==> src/rtl/fetch_controller_if.sv <==
// Bus bundle between the fetch controller, instruction memory, execute
// (redirect) and decode. The fetch side uses the master view; the environment
// (memory/decode/execute models) uses the slave view.
interface fetch_controller_if;
  // redirect from execute
  logic        redirect;
  logic [63:0] redirect_pc;
  // instruction memory request/response
  logic        imem_req;
  logic [63:0] imem_addr;
  logic        imem_gnt;
  logic        imem_rvalid;
  logic [31:0] imem_rdata;
  // decode side
  logic        inst_valid;
  logic [31:0] inst;
  logic [63:0] PC_out;
  logic        inst_ready;

  modport master (
    input  redirect, redirect_pc, imem_gnt, imem_rvalid, imem_rdata, inst_ready,
    output imem_req, imem_addr, inst_valid, inst, PC_out
  );

  modport slave (
    output redirect, redirect_pc, imem_gnt, imem_rvalid, imem_rdata, inst_ready,
    input  imem_req, imem_addr, inst_valid, inst, PC_out
  );
endinterface

==> src/rtl/fetch_controller.sv <==
// Instruction fetch controller: issues one instruction-memory request at a
// time, collects responses into a small FIFO toward decode, and handles
// redirects from execute by flushing the FIFO and discarding any response
// still in flight for the old path.
module fetch_controller #(
  parameter logic [63:0] RESET_PC = 64'h0,
  parameter int          DEPTH    = 2
) (
  input logic                clk,
  input logic                reset,
  fetch_controller_if.master bus
);

  localparam int            PW   = (DEPTH > 1) ? $clog2(DEPTH) : 1;
  localparam int            CW   = $clog2(DEPTH + 1);
  localparam logic [CW-1:0] FULL = CW'(DEPTH);
  localparam logic [PW-1:0] LAST = PW'(DEPTH - 1);

  // IDLE: buffer full, REQ: request on the bus, WAIT: granted and awaiting
  // data, DROP: granted request belongs to a redirected-away path.
  typedef enum logic [1:0] {IDLE, REQ, WAIT, DROP} state_t;

  state_t        state_reg, state_next;
  logic [63:0]   fetch_pc_reg;
  logic [63:0]   req_pc_reg;
  logic [CW-1:0] count_reg, count_next;
  logic [PW-1:0] wr_ptr_reg, rd_ptr_reg;
  logic [63:0]   pc_mem   [DEPTH];
  logic [31:0]   inst_mem [DEPTH];

  logic granted;
  logic push;
  logic pop;

  // Events of this cycle; a redirect suppresses every buffer update.
  always_comb begin
    granted = (state_reg == REQ) && bus.imem_gnt;
    push    = (state_reg == WAIT) && bus.imem_rvalid && !bus.redirect;
    pop     = (count_reg != '0) && bus.inst_ready && !bus.redirect;
    count_next = count_reg;
    case ({push, pop})
      2'b10:   count_next = count_reg + CW'(1);
      2'b01:   count_next = count_reg - CW'(1);
      default: count_next = count_reg;
    endcase
  end

  // State register.
  always_ff @(posedge clk or negedge reset) begin
    if (!reset) begin
      state_reg <= IDLE;
    end else begin
      state_reg <= state_next;
    end
  end

  // Next-state logic; redirect is evaluated first in every state.
  always_comb begin
    state_next = state_reg;
    case (state_reg)
      IDLE: begin
        if (bus.redirect || (count_reg < FULL)) state_next = REQ;
      end
      REQ: begin
        if (bus.redirect)      state_next = bus.imem_gnt ? DROP : REQ;
        else if (bus.imem_gnt) state_next = WAIT;
      end
      WAIT: begin
        if (bus.redirect)         state_next = bus.imem_rvalid ? REQ : DROP;
        else if (bus.imem_rvalid) state_next = (count_next < FULL) ? REQ : IDLE;
      end
      DROP: begin
        // The stale response retires the outstanding request even if another
        // redirect lands in the same cycle; waiting on would never end.
        if (bus.imem_rvalid) state_next = REQ;
      end
      default: state_next = IDLE;
    endcase
  end

  // Output logic: request follows the state, head of the FIFO goes to decode.
  always_comb begin
    bus.imem_req   = (state_reg == REQ);
    bus.imem_addr  = fetch_pc_reg;
    bus.inst_valid = (count_reg != '0);
    bus.inst       = 32'h0;
    bus.PC_out     = 64'h0;
    if (count_reg != '0) begin
      bus.inst   = inst_mem[rd_ptr_reg];
      bus.PC_out = pc_mem[rd_ptr_reg];
    end
  end

  // Fetch and in-flight PC: redirect overrides, otherwise advance on grant.
  always_ff @(posedge clk or negedge reset) begin
    if (!reset) begin
      fetch_pc_reg <= RESET_PC;
      req_pc_reg   <= 64'h0;
    end else if (bus.redirect) begin
      fetch_pc_reg <= bus.redirect_pc;
    end else if (granted) begin
      req_pc_reg   <= fetch_pc_reg;
      fetch_pc_reg <= fetch_pc_reg + 64'd4;
    end
  end

  // FIFO occupancy and pointers; redirect empties the FIFO.
  always_ff @(posedge clk or negedge reset) begin
    if (!reset) begin
      count_reg  <= '0;
      wr_ptr_reg <= '0;
      rd_ptr_reg <= '0;
    end else if (bus.redirect) begin
      count_reg  <= '0;
      wr_ptr_reg <= '0;
      rd_ptr_reg <= '0;
    end else begin
      count_reg <= count_next;
      if (push) wr_ptr_reg <= (wr_ptr_reg == LAST) ? '0 : wr_ptr_reg + PW'(1);
      if (pop)  rd_ptr_reg <= (rd_ptr_reg == LAST) ? '0 : rd_ptr_reg + PW'(1);
    end
  end

  // FIFO storage; contents are only observed while counted, so no reset.
  always_ff @(posedge clk) begin
    if (push) begin
      pc_mem[wr_ptr_reg]   <= req_pc_reg;
      inst_mem[wr_ptr_reg] <= bus.imem_rdata;
    end
  end

endmodule

==> src/flat_wrapper.sv <==
// flat-port wrapper written by rule: the top's interface ports become plain ports
module fetch_controller_flat 
#(
  parameter logic [63:0] RESET_PC = 64'h0,
  parameter int          DEPTH    = 2
)
  (clk, reset, bus_redirect, bus_redirect_pc, bus_imem_gnt, bus_imem_rvalid, bus_imem_rdata, bus_inst_ready, bus_imem_req, bus_imem_addr, bus_inst_valid, bus_inst, bus_PC_out);
  fetch_controller_if bus_i ();
  input logic clk;
  input logic reset;
  input wire logic [$bits(bus_i.redirect)-1:0] bus_redirect;
  input wire logic [$bits(bus_i.redirect_pc)-1:0] bus_redirect_pc;
  input wire logic [$bits(bus_i.imem_gnt)-1:0] bus_imem_gnt;
  input wire logic [$bits(bus_i.imem_rvalid)-1:0] bus_imem_rvalid;
  input wire logic [$bits(bus_i.imem_rdata)-1:0] bus_imem_rdata;
  input wire logic [$bits(bus_i.inst_ready)-1:0] bus_inst_ready;
  output wire logic [$bits(bus_i.imem_req)-1:0] bus_imem_req;
  output wire logic [$bits(bus_i.imem_addr)-1:0] bus_imem_addr;
  output wire logic [$bits(bus_i.inst_valid)-1:0] bus_inst_valid;
  output wire logic [$bits(bus_i.inst)-1:0] bus_inst;
  output wire logic [$bits(bus_i.PC_out)-1:0] bus_PC_out;
  assign bus_i.redirect = bus_redirect;
  assign bus_i.redirect_pc = bus_redirect_pc;
  assign bus_i.imem_gnt = bus_imem_gnt;
  assign bus_i.imem_rvalid = bus_imem_rvalid;
  assign bus_i.imem_rdata = bus_imem_rdata;
  assign bus_i.inst_ready = bus_inst_ready;
  assign bus_imem_req = bus_i.imem_req;
  assign bus_imem_addr = bus_i.imem_addr;
  assign bus_inst_valid = bus_i.inst_valid;
  assign bus_inst = bus_i.inst;
  assign bus_PC_out = bus_i.PC_out;
  fetch_controller #(.RESET_PC(RESET_PC), .DEPTH(DEPTH)) u_core (.clk(clk), .reset(reset), .bus(bus_i));
endmodule
==> config.mk <==
export PLATFORM = sky130hd
export DESIGN_NAME = fetch_controller_flat
export DESIGN_NICKNAME = d
export VERILOG_FILES = /design/src/rtl/fetch_controller_if.sv /design/src/rtl/fetch_controller.sv /design/src/flat_wrapper.sv
export SDC_FILE = /design/constraint.sdc
export NUM_CORES = 1
export LEC_CHECK = 0
export CAP_MARGIN = 20
export CORE_AREA = 4 4 200 144
export CTS_CLUSTER_DIAMETER = 30
export DETAILED_ROUTE_END_ITERATION = 12
export DIE_AREA = 0 0 204 148
export PLACE_DENSITY = 0.86
export SYNTH_ARGS = -nofsm -noshare
export SYNTH_HDL_FRONTEND = slang
export SYNTH_SLANG_ARGS = --single-unit
==> constraint.sdc <==
create_clock -name clk -period 7.06 [get_ports clk]
set_input_delay 1.059 -clock clk [delete_from_list [all_inputs] [get_ports clk]]
set_output_delay 1.059 -clock clk [all_outputs]
set_load 0.05 [all_outputs]
==> reports/results.ini, run 1 <==
[run_status]
outcome = finished, final reports clean

[logic_synthesis]
ys_seq_area_frac = 0.663
ys.flop_type = edfxtp_1
synthTopCellsByArea = edfxtp_1 42%, dfrtp_1 24%, mux2i_1 7.5%
synthDistinctLibCells = 44
async_flop_share = 0.411
ys_warn_count = 0
synth.top_cell.area_share = 0.419
synth_edf_count = 192
yosysTopAreaCell = edfxtp_1
synth_area_um2 = 13800
syn-num-nets = 1153
synthCells = 1044
synth.most_common_cell = edfxtp_1
synthTopCellsByCount = 192 x edfxtp_1, 134 x dfrtp_1, 115 x nor2_1, 103 x mux2i_1, 88 x nand2_1
syn_area_per_cell_um2 = 13.2
yosys_register_bits = 326

[sta]
grt_setup_unrepaired = false
setup_tns_ps = 0
setup_violations = 0
slew_viol_final = 0
max_slew_margin = 0.296
fin_crit_sh = 0.652
period_needed_ps = 4600
skew_ps = 14.8
worstMarginPinSlew_ps = 1050
fmax_mhz = 217
hold_viol = 0

[drt]
wl_um = 35800
dr.pass1.iters = 5
vias = 9536
drt.antenna.violating_nets = 0
wl_per_cell_um = 20.8
drt_drc_violations_left = 0
drt_iter0_markers = 815
viasPerCell = 5.55

[floorplan]
rows = 50
die_y_um = 148
die_area_um2 = 30200
die_w_um = 204
ios = 264
core_um2 = 26600
initial_core_util = 0.517

[cts]
clock_path_buffers = 3
h-tree-depth = 2
cts_resized = 0
cts_setup_buffers = 0
cts_root_buffer = clkbuf_16
numCtsBuffers = 49
clk_pin_slew_ps = 60
cts_tree = yes
hold_buffers = 0
clk_latency_ps = 550
cts_sinks = 326

[power_and_ir_drop]
combPwrFrac = 0.129
p_seq_frac = 0.445
p_sw_mw = 1.52
p_leak_nw = 6.60
p_per_area_nw_per_um2 = 317
clkPwrFrac = 0.426
switching_share = 0.260
peakVddDrop_v = 0.000321
p_int_mw = 4.34
finalPower_mw = 5.86

[job]
drv_cap = 0

[global_routing]
grt_usage = 0.232
grt_overflow_total = 0
grt_pass1_wl_um = 55000
grt_max_degree = 88
antenna_found_initial = 1
first_global_vias = 9625

[cells_and_area]
fin_nets = 1424
largest_reg_flops = 128
largest-register = u_core.pc_mem
final_util = 0.695
drive_gt1_frac = 0.120
syn_to_final_growth_pct = 34.4

[place]
place.gp.congestion = 0.803
placement.io_buffers = 263
dp_hpwl_um = 23600

[critical_path]
critPathKind = reg2out
crit_required_ps = 6000
worstPathArrival_ps = 3540
worst_setup_path_start_kind = register
cp-end-kind = output port
critPathMaxFanout = 55

[hold_path]
hp-class = reg2reg

[logic make-up (layout without fill, tap and decap cells)]
logic type / count (synthesis) / after routing / share of synthesized area
mux: 163 / 163 / 0.124
buf+inv: 71 / 381 / 0.0200
simple gates: 348 / 348 / 0.121
flops: 326 / 326 / 0.663
compound gates: 84 / 84 / 0.0369
other cells: 0 / 1 / 0
fa+ha+maj: 7 / 7 / 0.00637
xor+xnor: 45 / 45 / 0.0287
[per-stage QoR]
step	hold slack [ps]	setup slack, ps	std cells	area, um2
final	457	2460	1719	18500
after global routing	461	2290	1719	18500
after CTS	456	2420	1717	18400
after detailed placement	450	3030	1627	16700
after global placement	443	3080	1627	16700
after floorplan	437	631	1044	13800
[path summary, 6_finish.rpt]
check | to | startpoint | slack [ps] | cells after the start
max in group asynchronous | u_core.bus.imem_addr[56] | reset | 5260 | 2
setup reg to reg | u_core.bus.imem_addr[58] | u_core.state_reg[1] | 3790 | 7
min in group asynchronous | u_core.req_pc_reg[58] | reset | 530 | 1
hold reg to reg | u_core.pc_mem[1][61] | u_core.req_pc_reg[61] | 460 | 0
hold / removal | u_core.pc_mem[1][61] | u_core.req_pc_reg[61] | 460 | 0
setup / recovery | bus_PC_out[29] | u_core.rd_ptr_reg | 2460 | 4
[routing by layer]
metal,GRT usage,up-vias,part of all wire
li1,-,4356,-
met1,0.323,4693,0.43
met2,0.365,413,0.47
met3,0.0572,74,0.081
met4,0.0730,0,0.023
met5,0,-,0
[critical path: stages, from the launching register on]
cell,delay (ps)
dfrtp_4,1090
buf_4,640
mux2i_1,190
nor2_1,160
clkdlybuf4s50_1,850
[final cells by class]
type	count	area [um2]
Antenna cell	1	2.50
Clock buffer	56	1320
Clock inverter	34	399
Fill cell	1793	8110
Inverter	18	67.6
Multi-Input combinational cell	647	4390
Sequential cell	326	9120
Tap cell	364	455
Timing Repair Buffer	273	2730
[power by group through the flow]
| stage | Combinational, mW | Clock, mW | Sequential (mW) |
|---|---|---|---|
| 3_5_place_dp | 0.753 | 0 | 2.64 |
| 5_1_grt | 0.812 | 2.62 | 2.64 |
| 4_1_cts | 0.759 | 2.53 | 2.61 |
| 6_report | 0.755 | 2.50 | 2.61 |
| 2_1_floorplan | 0.370 | 0 | 2.69 |
| 3_3_place_gp | 0.723 | 0 | 2.61 |
[cells in the final DEF, fill, tap and decap left out, types with 4 or more instances in the layout]
cell / instances
clkbuf_1: 4
clkinv_1: 6
xnor2_1: 28
nand2_1: 88
clkdlybuf4s50_1: 261
inv_1: 17
buf_4: 10
or3_1: 6
o21ai_0: 52
or4_1: 8
a22oi_1: 8
nor2_1: 113
nand3_1: 27
xor2_1: 17
clkbuf_16: 52
and3_1: 10
nor4_1: 20
nand4_1: 19
mux2_2: 60
clkinv_2: 7
and2_1: 4
nor3_1: 19
a21oi_1: 5
bufinv_16: 7
and4_1: 6
dfrtp_1: 133
mux2i_1: 103
inv_6: 7
edfxtp_1: 192
ha_1: 7
nor2b_1: 17
(Power assumes the default switching activity.)
==> inputs of run 2 (changes only) <==
clock period = 4.33 ns   (was 7.06 ns; I/O delays follow)
==> run 2 against run 1 <==
- die area stayed put
- combinational power rose by 63%
- sequential power up 62%
- largest power group unchanged
- global-route usage down 0.76 points
- worst hold slack worse by 220 ps
- final cell count grew 0.29%
- critical path depth stayed put
- clock-buffer cell count up 3
- via count is 1.2% lower
- sequential share of layout area decreased by 0.18 points
- highest routed layer unchanged
==> reports/results.ini, run 2 (synthesized netlist as in run 1, its figures left out) <==
[cts]
clk_pin_slew_ps = 50
cts_root_buffer = clkbuf_16
h-tree-depth = 2
clk_latency_ps = 550
cts_sinks = 326
cts_setup_buffers = 0
hold_buffers = 0
clock_path_buffers = 3
cts_resized = 0
numCtsBuffers = 49
cts_tree = yes

[sta]
slew_viol_final = 0
setup_ws_ps = 939
hold_viol = 0
setup_tns_ps = 0
skew_ps = 25.5
period_needed_ps = 3390
fin_crit_sh = 0.783
max_slew_margin = 0.271
setup_violations = 0
hold_slack_ps = 235
grt_setup_unrepaired = false
worstMarginPinSlew_ps = 1090
fmax_mhz = 295

[power_and_ir_drop]
p_per_area_nw_per_um2 = 514
p_leak_nw = 6.61
finalPower_mw = 9.54
peakVddDrop_v = 0.000441

[critical_path]
r2r_setup_slack_ps = 1100
critPathMaxFanout = 20
critPathKind = reg2out
cp_cell_sequence = buf_4, mux2i_1, nor2_1, clkdlybuf4s50_1
r2r_start = u_core.state_reg[1]
crit_required_ps = 3680
crit_slowest_cell = clkdlybuf4s50_1
path_buf_inv = 2
cp-end-kind = output port
slowest_delay_ps = 820
worstPathArrival_ps = 2740
worstReg2RegEnd = u_core.bus.imem_addr[58]
worst_setup_path_start_kind = register
cpLargestDelayFamily = buffers and inverters
r2r_cells = 7

[cells_and_area]
final_cell_count_no_fill = 1724
syn_to_final_growth_pct = 34.9
final_area_um2 = 18500
largest_reg_flops = 128
final_cell_mix = 261 x clkdlybuf4s50_1, 192 x edfxtp_1, 133 x dfrtp_1
num_antenna_cells = 0
final_util = 0.698
final_common_cell = clkdlybuf4s50_1
fin_nets = 1429
drive_gt1_frac = 0.124
largest-register = u_core.pc_mem

[place]
dp.cells = 1632
dp_hpwl_um = 22800
placement.io_buffers = 263
placed_cell_area_um2 = 16800
place.gp.congestion = 0.843
post-place-ws_ps = 702

[global_routing]
antenna_found_initial = 0
grt_usage = 0.224
grt_pass1_wl_um = 53600
first_global_vias = 9475
grt_overflow_total = 0
grt_max_degree = 121

[floorplan]
core_um2 = 26600
rows = 50
die_y_um = 148
die_area_um2 = 30200
initial_core_util = 0.517
die_w_um = 204
ios = 264

[hold_path]
hp-class = in2async

[drt]
dr.pass1.iters = 5
drt.antenna.violating_nets = 0
viasPerCell = 5.46
vias = 9418
drt_iter0_markers = 774
highest_layer = met4
drt_drc_violations_left = 0
wl_met3_um = 2350
wl_per_cell_um = 20.0
wl_met2_um = 15900
wl_met1_um = 15400
wl_um = 34400

[job]
drv_cap = 0

[run_status]
outcome = finished, final reports clean

[run 2: cell count changes in the layout (fill, tap and decap cells not counted), sizes merged]
cell	previous run	this run
clkinv	16	10
buf	12	17
clkinvlp	1	5
clkbuf	56	59
diode	1	0
[run 2: worst reg2reg max path, delay by kind of cell, from the launching register on]
family / cells / cell delay, ps
simple gates: 5 / 2270
flops: 1 / 390
fa+ha+maj: 1 / 370
buf+inv: 1 / 120
[run 2: worst max-delay path by stage]
stage	from	end	slack, ps	cells after the start
after floorplan	bus_redirect	u_core.inst_mem[1][0]	200	5
after global placement	bus_imem_gnt	u_core.bus.imem_addr[58]	780	6
after detailed placement	bus_imem_gnt	u_core.bus.imem_addr[58]	700	6
after CTS	u_core.rd_ptr_reg	bus_PC_out[28]	900	4
after global routing	u_core.rd_ptr_reg	bus_PC_out[28]	820	4
final	u_core.rd_ptr_reg	bus_PC_out[28]	940	4
[run 2: metal layers]
| metal | vias up | GRT usage |
|---|---|---|
| li1 | 4371 | - |
| met1 | 4615 | 0.324 |
| met2 | 372 | 0.348 |
| met3 | 60 | 0.0474 |
| met4 | 0 | 0.0666 |
| met5 | - | 0 |
[run 2: cell type report]
type                       count  area, um2
multi-input combinational    647       4390
sequential                   326       9120
timing repair buffer         278       2790
inverter                      18       67.6
clock inverter                32        409
fill                        1775       8040
clock buffer                  59       1320
tap                          364        455
[run 2: power breakdown]
group	internal [mW]	total [mW]	switching [mW]	leakage, nW
Combinational	0.569	1.23	0.666	2.45
Clock	2.62	4.06	1.44	0.828
Sequential	3.89	4.24	0.352	3.34
Total	7.07	9.54	2.46	6.61
==> inputs of run 3 (changes only) <==
CORE_AREA = 4 4 210 151   (was 4 4 200 144)
DIE_AREA = 0 0 214 155   (was 0 0 204 148)
PLACE_DENSITY = 0.82   (was 0.86)
clock period = 3.1 ns   (was 4.33 ns; I/O delays follow)
==> run 3 against run 2 <==
- wire length is 5.2% higher
- final cell count is 3.1% higher
- via count is 2.3% higher
- critical path depth stayed put
- largest cell class unchanged
- register-to-register slack worse by 750 ps
- first-iteration DRC count is 6.5% lower
- worst hold slack worse by 93 ps
==> reports/results.ini, run 3 (synthesized netlist as in run 1, its figures left out) <==
[power_and_ir_drop]
p_leak_nw = 7.05
p_per_area_nw_per_um2 = 720
peakVddDrop_v = 0.000418

[cells_and_area]
final_cell_count_no_fill = 1777
largest-register = u_core.pc_mem
drive_gt1_frac = 0.190
final_common_cell = edfxtp_1
fin_nets = 1459
final_area_um2 = 18700
largest_reg_flops = 128
num_antenna_cells = 0
fillers = 2209
syn_to_final_growth_pct = 36.2
final_util = 0.632
multi_input_area_um2 = 4390
seq_area_um2 = 9120
final_cell_mix = 192 x edfxtp_1, 190 x clkdlybuf4s50_1, 133 x dfrtp_1

[sta]
max_slew_margin = 0.354
setup_tns_ps = 0
period_needed_ps = 3020
fmax_mhz = 331
worstMarginPinSlew_ps = 969
slew_viol_final = 0
grt_setup_unrepaired = false
setup_violations = 0
skew_ps = 26.2
fin_crit_sh = 0.973
hold_viol = 0

[floorplan]
core_um2 = 29600
die_area_um2 = 33200
initial_core_util = 0.464
die_y_um = 155
rows = 53
die_w_um = 214
ios = 264

[critical_path]
r2r_start = u_core.bus.imem_addr[39]
r2r_cells = 6
cp_cell_sequence = buf_12, mux2i_1, nor2_1, clkdlybuf4s50_1
r2r_setup_slack_ps = 350
worst_setup_path_start_kind = register
crit_required_ps = 2630
slowest_delay_ps = 820
crit_slowest_cell = clkdlybuf4s50_1
critPathMaxFanout = 22
critPathKind = reg2out
endpoint = bus_PC_out[35]
startpoint = u_core.rd_ptr_reg
worstPathArrival_ps = 2550
cp-end-kind = output port
worstReg2RegEnd = u_core.bus.imem_addr[58]

[global_routing]
grt_overflow_total = 0
grt_usage = 0.215
grt_max_degree = 103
grt_pass1_wl_um = 56300
antenna_found_initial = 0
first_global_vias = 9930

[drt]
wl_met1_um = 16100
highest_layer = met4
dr.pass1.iters = 8
vias = 9630
wl_met3_um = 2570
drt_iter0_markers = 724
drt_drc_violations_left = 0
wl_met2_um = 16800
viasPerCell = 5.42
drt.antenna.violating_nets = 0
wl_um = 36200
wl_per_cell_um = 20.4

[place]
dp_hpwl_um = 24600
placed_cell_area_um2 = 16900
placement.io_buffers = 263
place.gp.congestion = 0.840
dp.cells = 1681

[cts]
cts_tree = yes
numCtsBuffers = 51
clk_pin_slew_ps = 50
h-tree-depth = 2
clk_latency_ps = 550
cts_root_buffer = clkbuf_16
clock_path_buffers = 3
cts_sinks = 326

[run_status]
outcome = finished, final reports clean

[job]
drv_cap = 0

[hold_path]
hp-class = in2reg

-- run 3: cell types whose count changed in the layout (fill, tap and decap cells not counted), sizes merged, moves of 2 or more --
cell / before / now
buf: 17 / 107
clkdlybuf4s50: 261 / 190
dlymetal6s2s: 0 / 7
clkinv: 10 / 14
clkbuf: 59 / 62
inv: 28 / 25
bufinv: 7 / 5
clkinvlp: 5 / 7
-- run 3: worst max-delay path, delay by kind of cell (launching register included) --
family | cells | cell delay (ps)
buffers and inverters | 2 | 1080
DFF | 1 | 690
muxes | 1 | 100
and+or+nand+nor | 1 | 80
-- run 3: how the worst min path moves through the flow --
stage,start,endpoint,slack [ps],depth (start not counted)
finish,bus_redirect,u_core.wr_ptr_reg,140,2
global route,bus_redirect,u_core.wr_ptr_reg,140,2
CTS,bus_redirect,u_core.wr_ptr_reg,120,2
detailed placement,u_core.req_pc_reg[53],u_core.pc_mem[1][53],450,0
global placement,u_core.req_pc_reg[20],u_core.pc_mem[1][20],440,0
floorplan,reset,u_core.bus.imem_addr[0],170,0
-- run 3: final cells by class --
| cell class | instances | share of cell area |
|---|---|---|
| Sequential cell | 326 | 0.487 |
| Timing Repair Buffer | 306 | 0.155 |
| Clock inverter | 33 | 0.0188 |
| Tap cell | 385 | 0.0257 |
| Clock buffer | 62 | 0.0759 |
| Multi-Input combinational cell | 647 | 0.234 |
| Inverter | 18 | 0.00361 |
-- run 3: per-layer routing --
metal | up-vias | GRT usage
li1 | 4443 | -
met1 | 4799 | 0.296
met2 | 330 | 0.342
met3 | 58 | 0.0582
met4 | 0 | 0.0577
met5 | - | 0
-- run 3: metrics by stage --
stage               power, mW  setup slack, ps  hold slack (ps)
finish                   13.5             83.3              141
global route             14.0             2.41              141
global placement         7.65              230              442
CTS                      13.6             7.87              117
detailed placement       7.78              183              451
floorplan                6.97            0.524              169
-- run 3: timing repair --
item	4_1_cts	5_1_grt
endpoints found under the setup margin	1	7
resized for setup	1	7
cloned	0	0
hold buffers	1	0
setup buffers	0	0
endpoints found under the hold margin	69	0
-- run 3: where the power goes --
group / internal (mW) / switching (mW)
combinational: 0.833 / 0.979
sequential: 5.43 / 0.474
clock: 3.71 / 2.06
total: 9.98 / 3.51
